--- src/rtl/press_detector_multi.sv ---
// press_detector_multi: N-channel push-button front end.
// Each channel debounces its active level (signal XOR nc), classifies a press
// as short or long, emits registered one-cycle pulses and keeps sticky flags.
module press_detector_multi #(
  parameter int NUM_CH          = 4,
  parameter int DEBOUNCE_CYCLES = 16,
  parameter int LONG_CYCLES     = 1000,
  parameter int CNT_W           = $clog2(LONG_CYCLES + 1)
) (
  input  logic              clk,
  input  logic              reset,
  input  logic [NUM_CH-1:0] signal,
  input  logic [NUM_CH-1:0] nc,
  input  logic [NUM_CH-1:0] flag_clr,
  output logic [NUM_CH-1:0] held,
  output logic [NUM_CH-1:0] press_pulse,
  output logic [NUM_CH-1:0] long_pulse,
  output logic [NUM_CH-1:0] press_flag,
  output logic [NUM_CH-1:0] long_flag
);

  localparam logic [2:0] S_IDLE = 3'd0;
  localparam logic [2:0] S_DBD  = 3'd1;  // debouncing the press edge
  localparam logic [2:0] S_DOWN = 3'd2;  // pressed, still short
  localparam logic [2:0] S_LONG = 3'd3;  // pressed, long already reported
  localparam logic [2:0] S_DBU  = 3'd4;  // debouncing the release edge

  // deb_cnt counts samples already accepted, so the edge that consumes the
  // DEBOUNCE_CYCLES-th consecutive sample sees deb_cnt == DEB_LAST.
  localparam logic [CNT_W-1:0] DEB_LAST = CNT_W'(DEBOUNCE_CYCLES - 1);
  localparam logic [CNT_W-1:0] LONG_MAX = CNT_W'(LONG_CYCLES);
  localparam logic [CNT_W-1:0] LONG_M1  = CNT_W'(LONG_CYCLES - 1);

  for (genvar i = 0; i < NUM_CH; i++) begin : g_ch
    logic [2:0]       st, st_n;
    logic [CNT_W-1:0] deb_cnt, deb_n;
    logic [CNT_W-1:0] hold_cnt, hold_n;
    logic             was_long, long_n;   // long_pulse already fired for this press
    logic             pp, pp_n, lp, lp_n;
    logic             pf, lf;
    logic             act, in_hold;

    assign act     = signal[i] ^ nc[i];
    assign in_hold = (st == S_DOWN) || (st == S_LONG) || (st == S_DBU);

    // Next-state: debounce transitions first, then held-phase bookkeeping.
    always_comb begin
      st_n   = st;
      deb_n  = deb_cnt;
      hold_n = hold_cnt;
      long_n = was_long;
      pp_n   = 1'b0;
      lp_n   = 1'b0;
      case (st)
        S_IDLE: if (act) begin
          if (DEBOUNCE_CYCLES == 1) begin st_n = S_DOWN; hold_n = 1; end
          else begin st_n = S_DBD; deb_n = 1; end
        end
        S_DBD: begin
          if (!act) begin st_n = S_IDLE; deb_n = '0; end
          else if (deb_cnt == DEB_LAST) begin st_n = S_DOWN; deb_n = '0; hold_n = 1; end
          else deb_n = deb_cnt + 1'b1;
        end
        S_DOWN, S_LONG: if (!act) begin
          if (DEBOUNCE_CYCLES == 1) st_n = S_IDLE;
          else begin st_n = S_DBU; deb_n = 1; end
        end
        S_DBU: begin
          if (act) begin st_n = was_long ? S_LONG : S_DOWN; deb_n = '0; end
          else if (deb_cnt == DEB_LAST) begin st_n = S_IDLE; deb_n = '0; end
          else deb_n = deb_cnt + 1'b1;
        end
        default: begin st_n = S_IDLE; deb_n = '0; hold_n = '0; long_n = 1'b0; end
      endcase
      if (in_hold && st_n == S_IDLE) begin
        // release accepted: report a short press unless it already went long
        pp_n   = ~was_long;
        hold_n = '0;
        long_n = 1'b0;
      end else if (in_hold) begin
        if (hold_cnt != LONG_MAX) hold_n = hold_cnt + 1'b1;
        if (!was_long && hold_cnt == LONG_M1) begin
          lp_n   = 1'b1;
          long_n = 1'b1;
          if (st_n == S_DOWN) st_n = S_LONG;
        end
      end
    end

    // State, counters, pulses and sticky flags (set beats clear).
    always_ff @(posedge clk) begin
      if (reset) begin
        st       <= S_IDLE;
        deb_cnt  <= '0;
        hold_cnt <= '0;
        was_long <= 1'b0;
        pp       <= 1'b0;
        lp       <= 1'b0;
        pf       <= 1'b0;
        lf       <= 1'b0;
      end else begin
        st       <= st_n;
        deb_cnt  <= deb_n;
        hold_cnt <= hold_n;
        was_long <= long_n;
        pp       <= pp_n;
        lp       <= lp_n;
        pf       <= pp | (pf & ~flag_clr[i]);
        lf       <= lp | (lf & ~flag_clr[i]);
      end
    end

    assign held[i]        = in_hold;
    assign press_pulse[i] = pp;
    assign long_pulse[i]  = lp;
    assign press_flag[i]  = pf;
    assign long_flag[i]   = lf;
  end

endmodule

--- config.mk ---
export PLATFORM = sky130hd
export DESIGN_NAME = press_detector_multi
export DESIGN_NICKNAME = d
export VERILOG_FILES = /design/src/rtl/press_detector_multi.sv
export SDC_FILE = /design/constraint.sdc
export NUM_CORES = 1
export LEC_CHECK = 0
export CORE_MARGIN = 5
export CORE_UTILIZATION = 35
export DETAILED_ROUTE_END_ITERATION = 7
export HOLD_SLACK_MARGIN = 0.03
export PLACE_DENSITY_LB_ADDON = 0.15
export SLEW_MARGIN = 20
export SYNTH_ARGS = -nofsm -noshare
export SYNTH_HDL_FRONTEND = slang
export SYNTH_SLANG_ARGS = --single-unit
--- constraint.sdc ---
create_clock -name clk -period 3.5 [get_ports clk]
set_clock_uncertainty 0.1 [all_clocks]
set_input_delay 0.7 -clock clk [delete_from_list [all_inputs] [get_ports clk]]
set_output_delay 0.7 -clock clk [all_outputs]
set_load 0.05 [all_outputs]
==> results of run 1 <==
-- worst register-to-register path, cell delays in order, from the launching register on --
cell and delay [ns]:
dfxtp_1 0.35, or4_4 0.57, or3_4 0.42, nor3_2 0.21, or4_1 0.39, nor2_2 0.08
-- power by group --
part / internal (mW) / switching [mW] / total, mW
clock: 0.571 / 0.467 / 1.04
combinational: 0.0643 / 0.0989 / 0.163
sequential: 1.29 / 0.0212 / 1.31
-- final cells by class --
cell class | count | area [um2]
fillers | 1703 | 9956
multi-input cells | 525 | 3247
flip-flops and latches | 112 | 2242
repair buffers | 39 | 370.4
well taps | 220 | 275.3
clock buffers | 12 | 246.5
inverters | 23 | 86.33
clock inverters | 3 | 42.54
-- worst paths after layout --
kind	start	end	slack [ns]
setup / recovery	g_ch[3].st[2]	held[3]	0.21
hold / removal	g_ch[2].lp	g_ch[2].lf	0.37
setup reg to reg	g_ch[1].deb_cnt[4]	g_ch[1].hold_cnt[5]	1.26
hold reg to reg	g_ch[2].lp	g_ch[2].lf	0.37
-- state kept, by name, summed over array words and instances, names as in the netlist --
signal	cells
g_ch.deb_cnt	40
g_ch.hold_cnt	40
g_ch.lf	4
g_ch.lp	4
g_ch.pf	4
g_ch.pp	4
g_ch.st	12
g_ch.was_long	4
-- routing by layer --
layer / part of all wire, % / wire length [um] / up-vias / track usage (%)
met5: 0 / 0 / - / 0
met4: 1.7 / 212 / 0 / 5.201
met3: 2.7 / 336 / 12 / 2.138
met2: 45 / 5630 / 63 / 20.56
met1: 50 / 6202 / 2266 / 17.93
li1: - / - / 2462 / -
-- per-stage QoR --
| stage | util [%] | hold WS, ns | power, mW | instance area (um2) | setup slack, ns |
|---|---|---|---|---|---|
| final | 39.54 | 0.3688 | 2.508 | 6510 | 0.2110 |
| after global routing | 39.54 | 0.3938 | 2.624 | 6510 | 0.09720 |
| after CTS | 39.54 | 0.3771 | 2.546 | 6510 | 0.2003 |
| after detailed placement | 37.78 | 0.3603 | 1.501 | 6221 | 0.2782 |
| after global placement | 37.78 | 0.3505 | 1.496 | 6221 | 0.3319 |
| after floorplan | - | 0.3380 | 1.447 | 5836 | 1.204 |
-- synthesized netlist by cell type, drive strengths merged, types with 5 or more instances --
cell / n / area, um2
o21a: 5 / 37.54
buf: 30 / 203.9
clkbuf: 15 / 56.30
nor3: 24 / 130.1
and4: 5 / 43.79
mux2i: 5 / 50.05
a31oi: 5 / 31.28
nand4: 21 / 131.4
inv: 23 / 86.33
nor4: 10 / 62.56
xor2: 39 / 341.6
or4: 6 / 48.80
ha: 12 / 150.1
dfxtp: 112 / 2242
nor2: 103 / 401.6
a21oi: 48 / 247.7
nand2b: 12 / 75.07
or2: 7 / 43.80
o21ai: 14 / 70.06
or3: 5 / 36.28
xnor2: 21 / 183.9
nand3: 35 / 175.2
a211oi: 9 / 67.56
nor2b: 10 / 62.56
nand2: 49 / 183.9
and3: 18 / 113.9
-- kinds of logic (layout without fill, tap and decap cells) --
family          count (synthesis)  count (layout)
fa+ha+maj                      12              12
flops                         112             112
mux                             9               9
simple gates                  330             330
xor+xnor                       60              60
buf+inv                        68              77
compound gates                114             114
-- placed cells by master, fill, tap and decap left out, types with 5 or more instances in the layout --
cell and instances:
mux2i_1 5, nand2b_1 12, o21a_1 5, and4_1 5, clkbuf_16 9, a31oi_1 5
a211oi_1 9, nor4_1 10, ha_1 12, nor2_2 6, nand2_1 49, or2_2 6
xnor2_1 21, clkdlybuf4s50_1 32, dfxtp_1 112, xor2_1 39, nor3_1 22, a21oi_1 46
or4_1 5, and3_1 17, buf_4 6, o21ai_0 13, nand4_1 21, nand3_1 35
nor2b_1 10, inv_1 23, nor2_1 97
==> key figures, run 1 <==
Critical path
  • Critical path's largest stage delay: 0.81 ns
  • Levels on crit path: 3
  • WP data required: 2.70 ns
  • CP Launch Type: flip-flop
  • Crit. End Element: output port
  • CP max stage cell: clkdlybuf4s50_1
  • Crit-path max FO: 19
  • CP Data Arrival Time: 2.49 ns
  • Worst reg2reg path depth: 5
  • Delay-heaviest family, CP: buffers and inverters
  • CP Class: reg2out
  • WP buf/inv: 1
  • Worst path cell trace: or3b_1, nand2_1, clkdlybuf4s50_1

Min path
  • Hold WC Path Type: reg2reg
  • Hold Path Depth: 2

Final layout
  • Share of layout cells above drive strength 1: 6.863%
  • Inserted Diodes: 0
  • Syn-to-layout area delta: 11.56%
  • Post-layout net count: 736
  • Final non-filler cell total: 934

Yosys
  • Syn Inst Count: 705
  • Seq cells post-synth: 112
  • Synth unique cells: 67
  • Ys async rst share: 0%
  • Register area share after synthesis: 38.42%
  • Ys flop type: dfxtp_1
  • Simple logic cell fraction of the synthesized area: 29.59%
  • Mean area per synthesized cell: 8.277 um2
  • Netlist Area Pre-Place: 0.005836 mm2
  • Largest family of logic cells by synthesized area: simple AND/OR/NAND/NOR gates
  • EDFF count, synth: 0
  • Compound-Gate Fraction of Synth Area: 12.84%
  • Post-synthesis xor/xnor area fraction: 9.005%
  • Post-synthesis adder-cell area fraction: 2.573%
  • Portion of netlist area occupied by mux cells: 1.630%
  • Mapped Nets: 731
  • YS warnings: 0

Global routing
  • Antenna violations before repair: 0
  • Vias in the first global route: 4600
  • First-pass GRT wire length: 21710 um
  • Global route overflow: 0
  • GRT Util Overall: 13.07%
  • Largest net degree at the start of global routing: 29

Clock tree
  • H-tree lvl count: 3
  • Post-CTS Repair Setup Buffers: 0
  • Root buf cell: clkbuf_16
  • Clock latency at the later pin of the worst-skew pair: 0.35 ns
  • CTS Buf Count: 9
  • Clock transition at path regs: 0.07 ns
  • CTS resizes: 0
  • CTS tree: done
  • Clock Path Buffers: 2
  • Clk sinks: 112
  • # hold bufs at CTS: 0

STA
  • Hold Violations, Final: 0
  • Setup violations, final: 0
  • Final Max Tran Viols: 0
  • Final Critical Period: 3.289 ns
  • Max frequency: 304.0 MHz
  • Sum of negative setup slack: 0 ns
  • Unrepaired setup endpoints after global routing: no
  • Least-Margin Pin Slew: 0.8648 ns
  • Crit share post-route: 93.97%
  • Slew HR: 41.93%

Routing
  • Final wirelength: 12380 um
  • Post-route ant nets: 0
  • DRC violations left: 0
  • Pre-antenna DRT Iters: 4
  • WL/cell: 13.26 um
  • Vias: 4803
  • Iter 0 DRT Violations: 295
  • Via density per instance: 5.142

Floorplan
  • Die area: 0.01936 mm2
  • DIE WIDTH: 139.1 um
  • Initial core utilization: 35.44%
  • Core area: 0.01647 mm2
  • # rows: 47
  • I/O pin count: 34
  • Die Ht: 139.1 um

Place
  • Buffers on Ports: 33
  • DP Wirelength: 8926 um
  • GPL Wtd Cong: 0.8443
  • Placed Cells: 919

Run status
  • Status: complete, no violations

Power
  • VDD IR max: 0.2298 mV
  • PwrDens: 385.2 mW/mm2
  • Lkg Pwr: 2.279 nW

Flow run
  • Max-Cap Viols: 0
(Power assumes the default switching activity.)
==> inputs of run 2 (changes only) <==
--- a/config.mk
+++ b/config.mk
@@ -5,6 +5,9 @@
 export SDC_FILE = /design/constraint.sdc
 export NUM_CORES = 1
 export LEC_CHECK = 0
+export ABC_CLOCK_PERIOD_IN_PS = 3500
+export CELL_PAD_IN_SITES_DETAIL_PLACEMENT = 1
+export CELL_PAD_IN_SITES_GLOBAL_PLACEMENT = 2
 export CORE_MARGIN = 5
 export CORE_UTILIZATION = 35
 export DETAILED_ROUTE_END_ITERATION = 7
==> key figures, run 2 (same netlist as run 1, synthesis figures left out) <==
Critical path
  • Worst path cell trace: or3b_1, nand2_1, clkdlybuf4s50_1
  • Critical path's largest stage delay: 0.82 ns
  • CP Launch Type: flip-flop
  • WP buf/inv: 1
  • CP Class: reg2out
  • CP Data Arrival Time: 2.53 ns
  • RR Startpoint: g_ch[3].st[2]
  • Reg2reg setup slack: 1.23 ns
  • Delay-heaviest family, CP: buffers and inverters
  • WP data required: 2.70 ns
  • Crit-path max FO: 19
  • Worst reg2reg endpoint: g_ch[3].hold_cnt[5]
  • Worst reg2reg path depth: 5
  • Worst setup path endpoint: held[3]
  • CP max stage cell: clkdlybuf4s50_1
  • Levels on crit path: 3
  • Crit. End Element: output port
  • Crit. Startpoint: g_ch[3].st[2]

Routing
  • Final wirelength: 13940 um
  • Iter 0 DRT Violations: 164
  • Pre-antenna DRT Iters: 4
  • WL/cell: 14.94 um
  • DRT met1 WL: 6801 um
  • Met3 Wirelength: 352 um
  • Wire length on met2: 6575 um
  • DRC violations left: 0
  • Via density per instance: 5.257
  • Top layer in use: met4
  • Post-route ant nets: 0
  • Vias: 4905

Final layout
  • Final core utilization: 39.41%
  • Inserted Diodes: 0
  • Commonest non-fill, non-tap cell in the layout: dfxtp_1
  • Fill cell count: 1991
  • Most frequent cells in the layout: dfxtp_1, nor2_1, nand2_1, a21oi_1, xor2_1
  • Share of layout cells above drive strength 1: 6.872%
  • Post-layout net count: 737
  • Syn-to-layout area delta: 11.21%
  • Biggest registers after layout: g_ch.deb_cnt x40, g_ch.hold_cnt x40, g_ch.st x12

Power
  • Lkg Pwr: 2.276 nW
  • Total Power: 2.442 mW
  • VDD IR max: 0.2446 mV
  • PwrDens: 376.3 mW/mm2

STA
  • Hold Violations, Final: 0
  • Final Max Tran Viols: 0
  • Crit share post-route: 95.02%
  • Least-Margin Pin Slew: 0.8263 ns
  • Max frequency: 300.7 MHz
  • Sum of negative setup slack: 0 ns
  • Slew HR: 44.52%
  • Final Critical Period: 3.326 ns
  • Setup violations, final: 0
  • Unrepaired setup endpoints after global routing: no

Global routing
  • First-pass GRT wire length: 23820 um
  • Antenna violations before repair: 0
  • Largest net degree at the start of global routing: 34
  • Global route overflow: 0
  • GRT Util Overall: 14.63%
  • Vias in the first global route: 4942

Place
  • GPL Wtd Cong: 0.7933
  • DP Wirelength: 10220 um
  • Buffers on Ports: 33

Clock tree
  • Post-CTS Repair Setup Buffers: 0
  • CTS resizes: 0
  • Root buf cell: clkbuf_16
  • # hold bufs at CTS: 0
  • Clock transition at path regs: 0.07 ns
  • CTS tree: done
  • CTS Buf Count: 9
  • H-tree lvl count: 3
  • Clk sinks: 112
  • Clock Path Buffers: 2
  • Clock latency at the later pin of the worst-skew pair: 0.35 ns

Floorplan
  • I/O pin count: 34
  • Die area: 0.01936 mm2
  • Initial core utilization: 35.44%
  • # rows: 47
  • Core area: 0.01647 mm2
  • Die Ht: 139.1 um
  • DIE WIDTH: 139.1 um

Min path
  • Hold WC Path Type: reg2reg

Flow run
  • Max-Cap Viols: 0

Run status
  • Status: complete, no violations
run 2: cell count changes in the layout (fill, tap and decap cells not counted), sizes merged:
cell	delta
clkinvlp	-1
bufinv	-1
buf	+1
run 2: how the worst min path moves through the flow:
stage                                   start                   to  slack [ns]  cells after the start
final                              g_ch[0].lp           g_ch[0].lf        0.38                      2
after global routing      g_ch[0].hold_cnt[8]  g_ch[0].hold_cnt[8]        0.41                      2
after CTS                    g_ch[2].was_long     g_ch[2].was_long        0.39                      2
after detailed placement           g_ch[0].lp           g_ch[0].lf        0.37                      2
after global placement             g_ch[1].lp           g_ch[1].lf        0.35                      2
after floorplan                    g_ch[0].lp           g_ch[0].lf        0.34                      2
run 2: tightest hold or removal path, stage by stage (launching register included):
cell     delay (ns)
dfxtp_1        0.33
a21oi_1        0.05
nor2_1         0.07
run 2: layer usage:
metal  up-vias  GRT usage (%)
met4         0          4.686
met5         -              0
met2        41          24.39
met1      2383          18.77
met3        14          3.414
li1       2467              -
run 2: per-stage QoR:
step	cells	worst slack, ns	area [um2]	hold WS [ns]
5_1_grt	933	0.03470	6490	0.4119
2_1_floorplan	705	1.204	5836	0.3380
4_1_cts	933	0.1546	6490	0.3856
6_report	933	0.1742	6490	0.3771
3_5_place_dp	920	0.2987	6228	0.3676
3_3_place_gp	920	0.3558	6228	0.3486
run 2: final cells by class:
| type | count | area (um2) | area share, % |
|---|---|---|---|
| Multi-Input combinational cell | 525 | 3247 | 50.03 |
| Sequential cell | 112 | 2242 | 34.55 |
| Timing Repair Buffer | 40 | 377.9 | 5.822 |
| Tap cell | 220 | 275.3 | 4.241 |
| Clock buffer | 12 | 256.5 | 3.952 |
| Inverter | 23 | 86.33 | 1.330 |
| Clock inverter | 1 | 5.005 | 0.07712 |
run 2: report_power, final:
group	switching, mW	internal [mW]
Clock	0.456	0.510
Sequential	0.0222	1.29
Combinational	0.103	0.0652
